`src/rtl/pcie_pop_arbiter_pkg.sv`:
```
// Shared types and constants for the two-queue pop scheduler.
// Imported by the top level and the bench.
package pcie_pop_arbiter_pkg;

  typedef enum logic [1:0] {
    ST_IDLE   = 2'd0,
    ST_ACTIVE = 2'd1,
    ST_PAUSE  = 2'd2
  } state_t;

  localparam logic DEST_OUT0 = 1'b0;
  localparam logic DEST_OUT1 = 1'b1;

endpackage

```
`src/rtl/pcie_pop_arbiter_if.sv`:
```
// Bundle of upstream FWFT FIFO heads/pops and downstream FIFO pushes/back-pressure.
// The scheduler uses the slave side; the surrounding datapath uses the master side.
interface pcie_pop_arbiter_if #(
  parameter int DATA_SIZE = 8
);

  logic [DATA_SIZE-1:0] data_in0;
  logic [DATA_SIZE-1:0] data_in1;
  logic                 empty_in0;
  logic                 empty_in1;
  logic                 almost_full_out0;
  logic                 almost_full_out1;
  logic                 pop0;
  logic                 pop1;
  logic                 push_out0;
  logic                 push_out1;
  logic [DATA_SIZE-1:0] data_out0;
  logic [DATA_SIZE-1:0] data_out1;

  modport slave (
    input  data_in0, data_in1, empty_in0, empty_in1,
    input  almost_full_out0, almost_full_out1,
    output pop0, pop1, push_out0, push_out1, data_out0, data_out1
  );

  modport master (
    output data_in0, data_in1, empty_in0, empty_in1,
    output almost_full_out0, almost_full_out1,
    input  pop0, pop1, push_out0, push_out1, data_out0, data_out1
  );

endinterface

```
`src/rtl/pcie_pop_arbiter_rr_arb2.sv`:
```
// Two-requester round-robin arbiter: grants both when the requests do not conflict,
// otherwise alternates; the pointer always points at the requester not served alone last.
module pcie_pop_arbiter_rr_arb2 (
  input  logic clk,
  input  logic reset,
  input  logic en,
  input  logic req0,
  input  logic req1,
  input  logic conflict,
  output logic gnt0,
  output logic gnt1
);

  logic rr_ptr;
  logic rr_next;

  always_comb begin
    gnt0    = 1'b0;
    gnt1    = 1'b0;
    rr_next = rr_ptr;
    if (en) begin
      if (req0 && req1) begin
        if (!conflict) begin
          gnt0 = 1'b1;
          gnt1 = 1'b1;
        end else begin
          gnt0    = ~rr_ptr;
          gnt1    = rr_ptr;
          rr_next = ~rr_ptr;
        end
      end else if (req0) begin
        gnt0    = 1'b1;
        rr_next = 1'b1;
      end else if (req1) begin
        gnt1    = 1'b1;
        rr_next = 1'b0;
      end
    end
  end

  always_ff @(posedge clk or negedge reset) begin
    if (!reset) begin
      rr_ptr <= 1'b0;
    end else begin
      rr_ptr <= rr_next;
    end
  end

endmodule

```
`src/rtl/pcie_pop_arbiter.sv`:
```
// Pops up to two upstream FWFT heads per cycle and routes each word to the
// downstream FIFO chosen by its destination bit, honouring almost_full back-pressure.
module pcie_pop_arbiter
  import pcie_pop_arbiter_pkg::*;
#(
  parameter int DATA_SIZE = 8,
  parameter int DEST_BIT  = 7,
  parameter int CNT_SIZE  = 8
) (
  input  logic                clk,
  input  logic                reset,
  input  logic                enable,
  pcie_pop_arbiter_if.slave   bus,
  output logic                active,
  output logic [CNT_SIZE-1:0] xfer_cnt0,
  output logic [CNT_SIZE-1:0] xfer_cnt1
);

  state_t               state;
  state_t               state_next;
  logic                 dest0;
  logic                 dest1;
  logic                 elig0;
  logic                 elig1;
  logic                 gnt0;
  logic                 gnt1;
  logic                 route0;
  logic                 route1;
  logic [DATA_SIZE-1:0] word0;
  logic [DATA_SIZE-1:0] word1;
  logic                 any_head;

  assign dest0    = bus.data_in0[DEST_BIT];
  assign dest1    = bus.data_in1[DEST_BIT];
  assign elig0    = !bus.empty_in0 &&
                    !((dest0 == DEST_OUT1) ? bus.almost_full_out1 : bus.almost_full_out0);
  assign elig1    = !bus.empty_in1 &&
                    !((dest1 == DEST_OUT1) ? bus.almost_full_out1 : bus.almost_full_out0);
  assign any_head = !bus.empty_in0 || !bus.empty_in1;

  pcie_pop_arbiter_rr_arb2 u_rr_arb2 (
    .clk      (clk),
    .reset    (reset),
    .en       (state == ST_ACTIVE),
    .req0     (elig0),
    .req1     (elig1),
    .conflict (dest0 == dest1),
    .gnt0     (gnt0),
    .gnt1     (gnt1)
  );

  // Pops are gated by reset as well so nothing is consumed while reset is held.
  assign bus.pop0 = gnt0 && reset;
  assign bus.pop1 = gnt1 && reset;
  assign active   = (state == ST_ACTIVE);

  always_ff @(posedge clk or negedge reset) begin
    if (!reset) begin
      state <= ST_IDLE;
    end else begin
      state <= state_next;
    end
  end

  always_comb begin
    state_next = state;
    case (state)
      ST_IDLE: begin
        if (enable) state_next = ST_ACTIVE;
      end
      ST_ACTIVE: begin
        if (!enable) begin
          state_next = ST_IDLE;
        end else if (bus.almost_full_out0 && bus.almost_full_out1 && any_head) begin
          state_next = ST_PAUSE;
        end
      end
      ST_PAUSE: begin
        if (!enable) begin
          state_next = ST_IDLE;
        end else if (!bus.almost_full_out0 || !bus.almost_full_out1) begin
          state_next = ST_ACTIVE;
        end
      end
      default: state_next = ST_IDLE;
    endcase
  end

  // A dual grant only happens for differing destinations, so each output sees at most one word.
  always_comb begin
    route0 = (gnt0 && dest0 == DEST_OUT0) || (gnt1 && dest1 == DEST_OUT0);
    route1 = (gnt0 && dest0 == DEST_OUT1) || (gnt1 && dest1 == DEST_OUT1);
    word0  = (gnt0 && dest0 == DEST_OUT0) ? bus.data_in0 : bus.data_in1;
    word1  = (gnt0 && dest0 == DEST_OUT1) ? bus.data_in0 : bus.data_in1;
  end

  always_ff @(posedge clk or negedge reset) begin
    if (!reset) begin
      bus.push_out0 <= 1'b0;
      bus.push_out1 <= 1'b0;
      bus.data_out0 <= '0;
      bus.data_out1 <= '0;
      xfer_cnt0     <= '0;
      xfer_cnt1     <= '0;
    end else begin
      bus.push_out0 <= route0;
      bus.push_out1 <= route1;
      if (route0) begin
        bus.data_out0 <= word0;
        xfer_cnt0     <= xfer_cnt0 + CNT_SIZE'(1);
      end
      if (route1) begin
        bus.data_out1 <= word1;
        xfer_cnt1     <= xfer_cnt1 + CNT_SIZE'(1);
      end
    end
  end

endmodule

```
`src/flat_wrapper.sv`:
```
// flat-port wrapper written by rule: the top's interface ports become plain ports
module pcie_pop_arbiter_flat import pcie_pop_arbiter_pkg::*;
#(
  parameter int DATA_SIZE = 8,
  parameter int DEST_BIT  = 7,
  parameter int CNT_SIZE  = 8
)
  (clk, reset, enable, active, xfer_cnt0, xfer_cnt1, bus_data_in0, bus_data_in1, bus_empty_in0, bus_empty_in1, bus_almost_full_out0, bus_almost_full_out1, bus_pop0, bus_pop1, bus_push_out0, bus_push_out1, bus_data_out0, bus_data_out1);
  pcie_pop_arbiter_if #(.DATA_SIZE(DATA_SIZE)) bus_i ();
  input  logic clk;
  input  logic reset;
  input  logic enable;
  output logic active;
  output logic [CNT_SIZE-1:0] xfer_cnt0;
  output logic [CNT_SIZE-1:0] xfer_cnt1;
  input wire logic [$bits(bus_i.data_in0)-1:0] bus_data_in0;
  input wire logic [$bits(bus_i.data_in1)-1:0] bus_data_in1;
  input wire logic [$bits(bus_i.empty_in0)-1:0] bus_empty_in0;
  input wire logic [$bits(bus_i.empty_in1)-1:0] bus_empty_in1;
  input wire logic [$bits(bus_i.almost_full_out0)-1:0] bus_almost_full_out0;
  input wire logic [$bits(bus_i.almost_full_out1)-1:0] bus_almost_full_out1;
  output wire logic [$bits(bus_i.pop0)-1:0] bus_pop0;
  output wire logic [$bits(bus_i.pop1)-1:0] bus_pop1;
  output wire logic [$bits(bus_i.push_out0)-1:0] bus_push_out0;
  output wire logic [$bits(bus_i.push_out1)-1:0] bus_push_out1;
  output wire logic [$bits(bus_i.data_out0)-1:0] bus_data_out0;
  output wire logic [$bits(bus_i.data_out1)-1:0] bus_data_out1;
  assign bus_i.data_in0 = bus_data_in0;
  assign bus_i.data_in1 = bus_data_in1;
  assign bus_i.empty_in0 = bus_empty_in0;
  assign bus_i.empty_in1 = bus_empty_in1;
  assign bus_i.almost_full_out0 = bus_almost_full_out0;
  assign bus_i.almost_full_out1 = bus_almost_full_out1;
  assign bus_pop0 = bus_i.pop0;
  assign bus_pop1 = bus_i.pop1;
  assign bus_push_out0 = bus_i.push_out0;
  assign bus_push_out1 = bus_i.push_out1;
  assign bus_data_out0 = bus_i.data_out0;
  assign bus_data_out1 = bus_i.data_out1;
  pcie_pop_arbiter #(.DATA_SIZE(DATA_SIZE), .DEST_BIT(DEST_BIT), .CNT_SIZE(CNT_SIZE)) u_core (.clk(clk), .reset(reset), .enable(enable), .bus(bus_i), .active(active), .xfer_cnt0(xfer_cnt0), .xfer_cnt1(xfer_cnt1));
endmodule
```
`config.mk`:
```
export PLATFORM = sky130hd
export DESIGN_NAME = pcie_pop_arbiter_flat
export DESIGN_NICKNAME = d
export VERILOG_FILES = /design/src/rtl/pcie_pop_arbiter_pkg.sv /design/src/rtl/pcie_pop_arbiter_if.sv /design/src/rtl/pcie_pop_arbiter_rr_arb2.sv /design/src/rtl/pcie_pop_arbiter.sv /design/src/flat_wrapper.sv
export SDC_FILE = /design/constraint.sdc
export NUM_CORES = 1
export LEC_CHECK = 0
export ABC_AREA = 1
export BUFFER_PORTS_ARGS = -buffer_cell sky130_fd_sc_hd__buf_2
export CELL_PAD_IN_SITES_DETAIL_PLACEMENT = 1
export CELL_PAD_IN_SITES_GLOBAL_PLACEMENT = 1
export CORE_UTILIZATION = 32
export CTS_CLUSTER_SIZE = 40
export DETAILED_ROUTE_END_ITERATION = 8
export GPL_TIMING_DRIVEN = 0
export PLACE_DENSITY = 0.77
export SLEW_MARGIN = 20
export SYNTH_ARGS = -nofsm -noshare
export SYNTH_HDL_FRONTEND = slang
export SYNTH_HIERARCHICAL = 1
export SYNTH_SLANG_ARGS = --single-unit
```
`constraint.sdc`:
```
create_clock -name clk -period 1.6 [get_ports clk]
set_clock_uncertainty 0.1 [all_clocks]
set_input_delay 0.08 -clock clk [delete_from_list [all_inputs] [get_ports clk]]
set_output_delay 0.08 -clock clk [all_outputs]
set_load 0.01 [all_outputs]
```
==> Yosys cells after proc, flatten, opt, wreduce, memory -nomap -nowiden <==
Index checks and enable logic that the tools add are counted.
Widths: inputs -> output; s select.
{ "word_totals": {"reg_bits": 37, "input_bits": 23, "output_inout_bits": 37, "wordCells": 68} }
{ "op_classes": {"add_sub_neg": 2, "eq_ne": 7, "mux": 23, "bitwise": 3, "n_reduce_logical": 25} }
{ "op_table": {"columns": ["cell", "count"], "rows": [
  ["$add 8x1->8 const B", 2],
  ["$mux 8", 2],
  ["$mux 1", 15],
  ["$logic_and 1x1->1", 11],
  ["$mux 2", 5],
  ["$logic_not 1->1", 6],
  ["$ne 3x2->1 const B", 2],
  ["$pmux 2 s3", 1],
  ["$reduce_and 3->1", 2],
  ["$logic_or 1x1->1", 4],
  ["$ne 2x2->1 const B", 2],
  ["$not 1->1", 3],
  ["$reduce_bool 3->1", 1],
  ["$eq 2x1->1 const B", 1],
  ["$eq 2x2->1 const B", 1],
  ["$logic_not 2->1", 1],
  ["$eq 1x1->1", 1]
]} }

==> Logic depth before layout (Yosys ltp) <==
{ "logic_depth": {"ltp_word": 9, "mapped_depth": 13, "depth_no_buf": 13} }

==> By module <==
The synthesis kept the hierarchy.
{ "by_module_without_submodules": {"columns": ["mod", "n_inst", "cells_each", "area_each_um2", "seq_area_each_um2"], "rows": [
  ["pcie_pop_arbiter", 1, 213, 1751.7, 900.9],
  ["pcie_pop_arbiter_rr_arb2", 1, 19, 97.6, 25.0]
]} }

==> Least setup slack after synthesis <==
OpenSTA, ideal clock, no wires.
{ "synth_timing": {"path_type": "input port to flip-flop", "start": "input bus_almost_full_out0", "end": "register u_core.xfer_cnt1[5]", "setup_ns": 0.120, "t_arrival_ns": 1.627, "required_time_ns": 1.380, "path_slack_ns": -0.247, "cell_stages": 12, "path_buffers": 0, "cell_sequence": "inv_1 > nor2_1 > a211oi_1 > nand3_1 > inv_1 > nor2_1 > nor2_1 > nand2_4 > nand2_4 > nand2_1 > o21ai_1 > nand2_1"} }
{ "synth_between": {"elab_cells_between_ends": 17, "classes_between": "mux (9); reduce/logical (8)"} }
{ "synth_lines": {"columns": ["item", "line", "text"], "rows": [
  ["start: declaration", "flat_wrapper.sv:20", "input wire logic [$bits(bus_i.almost_full_out0)-1:0] bus_almost_full_out0;"],
  ["$mux 1", "pcie_pop_arbiter.sv:38", "!((dest1 == DEST_OUT1) ? bus.almost_full_out1 : bus.almost_full_out0);"],
  ["$logic_not 1->1", "pcie_pop_arbiter.sv:38", null],
  ["$logic_and 1x1->1", "pcie_pop_arbiter.sv:37", "assign elig1 = !bus.empty_in1 &&"],
  ["via u_core.elig1", "pcie_pop_arbiter.sv:24", "logic elig1;"],
  ["$logic_and 1x1->1", "pcie_pop_arbiter_rr_arb2.sv:22", "if (req0 && req1) begin"],
  ["$mux 1", "pcie_pop_arbiter_rr_arb2.sv:22", null],
  ["$mux 1", "pcie_pop_arbiter_rr_arb2.sv:21", "if (en) begin"],
  ["via u_core.gnt0", "pcie_pop_arbiter.sv:25", "logic gnt0;"],
  ["$logic_and 1x1->1", "pcie_pop_arbiter.sv:92", "route1 = (gnt0 && dest0 == DEST_OUT1) || (gnt1 && dest1 == DEST_OUT1);"],
  ["$logic_or 1x1->1", "pcie_pop_arbiter.sv:92", null],
  ["end signal: assignment", "pcie_pop_arbiter.sv:114", "xfer_cnt1 <= xfer_cnt1 + CNT_SIZE'(1);"],
  ["end: declaration", "pcie_pop_arbiter.sv:16", "output logic [CNT_SIZE-1:0] xfer_cnt1"]
]} }
The timed path passes the listed nets, and every way through them passes these cells.
A chain may end at the register's enable or synchronous reset.

==> Worst setup path after layout <==
{ "layout_timing": {"start": "register u_core.state[1]", "end": "register u_core.xfer_cnt1[0]"} }
{ "layout_between": {"elab_chain_len": 4, "elab_cells_between_ends": 6, "classes_between": "eq/ne (1); mux (2); reduce/logical (3)"} }
{ "layout_rtl": {"columns": ["item", "line", "text"], "rows": [
  ["start: declaration", "pcie_pop_arbiter.sv:19", "state_t state;"],
  ["start signal: assignment", "pcie_pop_arbiter.sv:61", "state <= state_next;"],
  ["$eq 2x1->1", "pcie_pop_arbiter.sv:44", ".en (state == ST_ACTIVE),"],
  ["$mux 1", "pcie_pop_arbiter_rr_arb2.sv:21", null],
  ["via u_core.gnt0", "pcie_pop_arbiter.sv:25", null],
  ["$logic_and 1x1->1", "pcie_pop_arbiter.sv:92", null],
  ["$logic_or 1x1->1", "pcie_pop_arbiter.sv:92", null]
]} }
The timed path passes the listed nets, and every way through them passes these cells.

==> metrics.yaml <==
ys_seq_area_frac: 0.501
final_core_util: 0.513
start_util: 0.334
clockPowerShare: 0.189
drcViolationCount: 0
gr-total-overflow: 0
comb_power_share: 0.377
synth_top_family_by_area: "simple AND/OR/NAND/NOR gates"
grt_pass1_wl_mm: 9.07
r2r-end: "u_core/xfer_cnt1[0]"
synth_edf_count: 0
row_count: 27
wire_per_inst_um: 14.8
track_usage: 0.190
switchingPower_mw: 1.34
dp.cells: 363
dr.max_layer_used: "met4"
rsz0062_at_grt: "true"
drt-initial-drc-count: 67
drt-vias-per-instance: 4.84
synthAdderAreaFrac: 0.0135
p_leak_nw: 1.43
p_per_area_nw_per_um2: 1250
gp_congestion: 0.879
synth.distinct_cells: 20
final_cell_mix: "69 x nand2_1, 56 x buf_2, 37 x dfrtp_1"
synth_nets: 257
final_common_cell: "nand2_1"
clkTransAtPathRegs_ps: 80
ios: 60
peakVddDrop_mv: 0.574
die-area_um2: 6090
synth_xor_area_frac: 0.0426
avgSynthCellArea_um2: 7.97
post-place-ws_ps: -419
cts_tree: "yes"
reg2reg_from: "u_core/state[1]"
synth-main-ff-cell: "dfrtp_1"
grt_max_degree: 40
diodes: 0
synth-seq-cells: 37
cts_hold_buf: 14
violations: "negative hold slack, negative setup slack"
synth_mux_area_frac: 0
synth_compound_area_frac: 0.0744
grt_pass1_vias: 1965
r2r_cells: 8
switching_share: 0.380
yosysWarnings: 6
die_w_um: 78.0
sequentialPowerShare: 0.433
antenna_found_initial: 0
finalNetCount: 354
vias: 1939
cts_made_buffers: 5
critPathMaxFanout: 7
route.met3.wl_um: 264
synth_simple_gate_area_frac: 0.294
worst_slack_ps: -29.4
syn2layout_area_growth_pct: 53.6
synthArstFlopShare: 1.00
min_path_type: "in -> async"
io_buffers: 59
stdcell_area_um2: 2840
crit_end: "u_core/xfer_cnt1[0]"
finalSetupViolations: 4
hpwl_mm: 3.63
drv_cap: 0
wl_met2_mm: 3.09
p_int_mw: 2.20
met1Wirelength_mm: 2.44
cp.arrival_ps: 1740
path_class: "reg -> reg"
insertion_delay_ps: 280
clock_sinks: 37
worstMarginPinSlew_ps: 902
cp.required_ps: 1710
drive_gt1_frac: 0.383
finalCritPeriodShare: 1.02
clock_path_buffers: 2
endpoint_kind: "flop"
slew_headroom: 0.398
dpl_cell_area_um2: 2250
coreArea_um2: 5540
clockRootBuffer: "clkbuf_8"
maxSlewViolCount: 0
status: "finished, violations left"
hold_viol: 37
cts.htree.levels: 2
wirelength_mm: 5.92
crit_path_start_kind: "flop"
startpoint: "u_core/state[1]"
fin_crit_ps: 1630
setup.reg_to_reg.worst_slack_ps: -30
synthesis.area_um2: 1850
postRouteAntennaNets: 0
die-height_um: 78.0
dr.pass1.iters: 4
max_freq_mhz: 614
holdWs_ps: -189
syn_inst: 232
instances_no_fill: 401
[power groups by stage]
stage	combinational, mW	sequential (mW)	clock [mW]
2_1_floorplan	0.487	1.61	0
4_1_cts	1.16	1.50	0.688
3_5_place_dp	1.10	1.52	0
6_report	1.34	1.53	0.671
3_3_place_gp	1.08	1.50	0
5_1_grt	1.47	1.58	0.747
[timing repair]
action	in CTS	in global routing
endpoints found under the setup margin	34	35
gates resized for setup	7	50
endpoints found under the hold margin	51	37
gates cloned	0	2
setup buffers	5	10
pin swaps	8	18
[cell usage after synthesis (2+ instances only)]
master | instances | area share
buf_6 | 3 | 0.018
a21oi_1 | 3 | 0.0081
o21ai_1 | 2 | 0.0054
nand4_1 | 2 | 0.0068
a211oi_1 | 2 | 0.0081
nor2_1 | 36 | 0.073
o21ai_0 | 2 | 0.0054
nor3_1 | 2 | 0.0054
a31oi_1 | 14 | 0.047
nand3_1 | 9 | 0.024
xor2_1 | 4 | 0.019
xnor2_1 | 5 | 0.024
ha_1 | 2 | 0.014
nand2_1 | 77 | 0.16
inv_1 | 25 | 0.051
nand2_4 | 4 | 0.024
dfrtp_1 | 37 | 0.50
[metrics by stage]
step / power (mW) / setup TNS (ps)
final: 3.54 / -49.7
after global routing: 3.79 / -1070
after CTS: 3.35 / -273
after detailed placement: 2.62 / -12030
after global placement: 2.58 / -9410
after floorplan: 2.10 / 0
[registers in the layout, summed over array words and instances, names as in the netlist]
name / cells
u_core/state: 2
u_core/bus.data_out1: 8
u_core/bus.push_out1: 1
u_core/xfer_cnt1: 8
u_core/xfer_cnt0: 8
u_core/bus.push_out0: 1
u_core/bus.data_out0: 8
u_core/u_rr_arb2/rr_ptr: 1
[logic make-up (layout without fill, tap and decap cells)]
logic type	Yosys count	count (layout)
fa+ha+maj	2	2
compound gates	23	23
simple gates	131	131
flops	37	37
buf+inv	30	127
xor+xnor	9	9
[final cells by class]
| cell class | instances | area, um^2 |
|---|---|---|
| timing repair buffer | 90 | 632 |
| clock buffer | 6 | 82.6 |
| multi-input combinational | 165 | 942 |
| inverter | 26 | 108 |
| fill | 696 | 2700 |
| sequential | 37 | 926 |
| buffer | 4 | 52.6 |
| tap | 72 | 90.1 |
| clock inverter | 1 | 7.51 |
[worst min path at each step]
stage | start | endpoint | slack, ps
after detailed placement | reset | u_core/xfer_cnt0[4] | 150
after CTS | reset | u_core/xfer_cnt0[4] | -160
after global routing | reset | u_core/xfer_cnt0[4] | -120
after floorplan | reset | u_core/bus.data_out0[0] | -320
after global placement | reset | u_core/xfer_cnt0[4] | 150
final | reset | u_core/xfer_cnt0[4] | -190
[per-layer routing]
layer,global-route usage,up-vias
met3,0.0430,16
li1,-,923
met4,0.0667,0
met1,0.232,949
met2,0.330,51
met5,0,-
[critical path, stage by stage (launching register included)]
cell and delay (ps):
dfrtp_1 410, nor2_4 140, inv_1 90, nor2_4 180, nand2_4 120, nand2_8 140
clkbuf_16 160, buf_6 80, xor2_1 130
(Power assumes the default switching activity.)
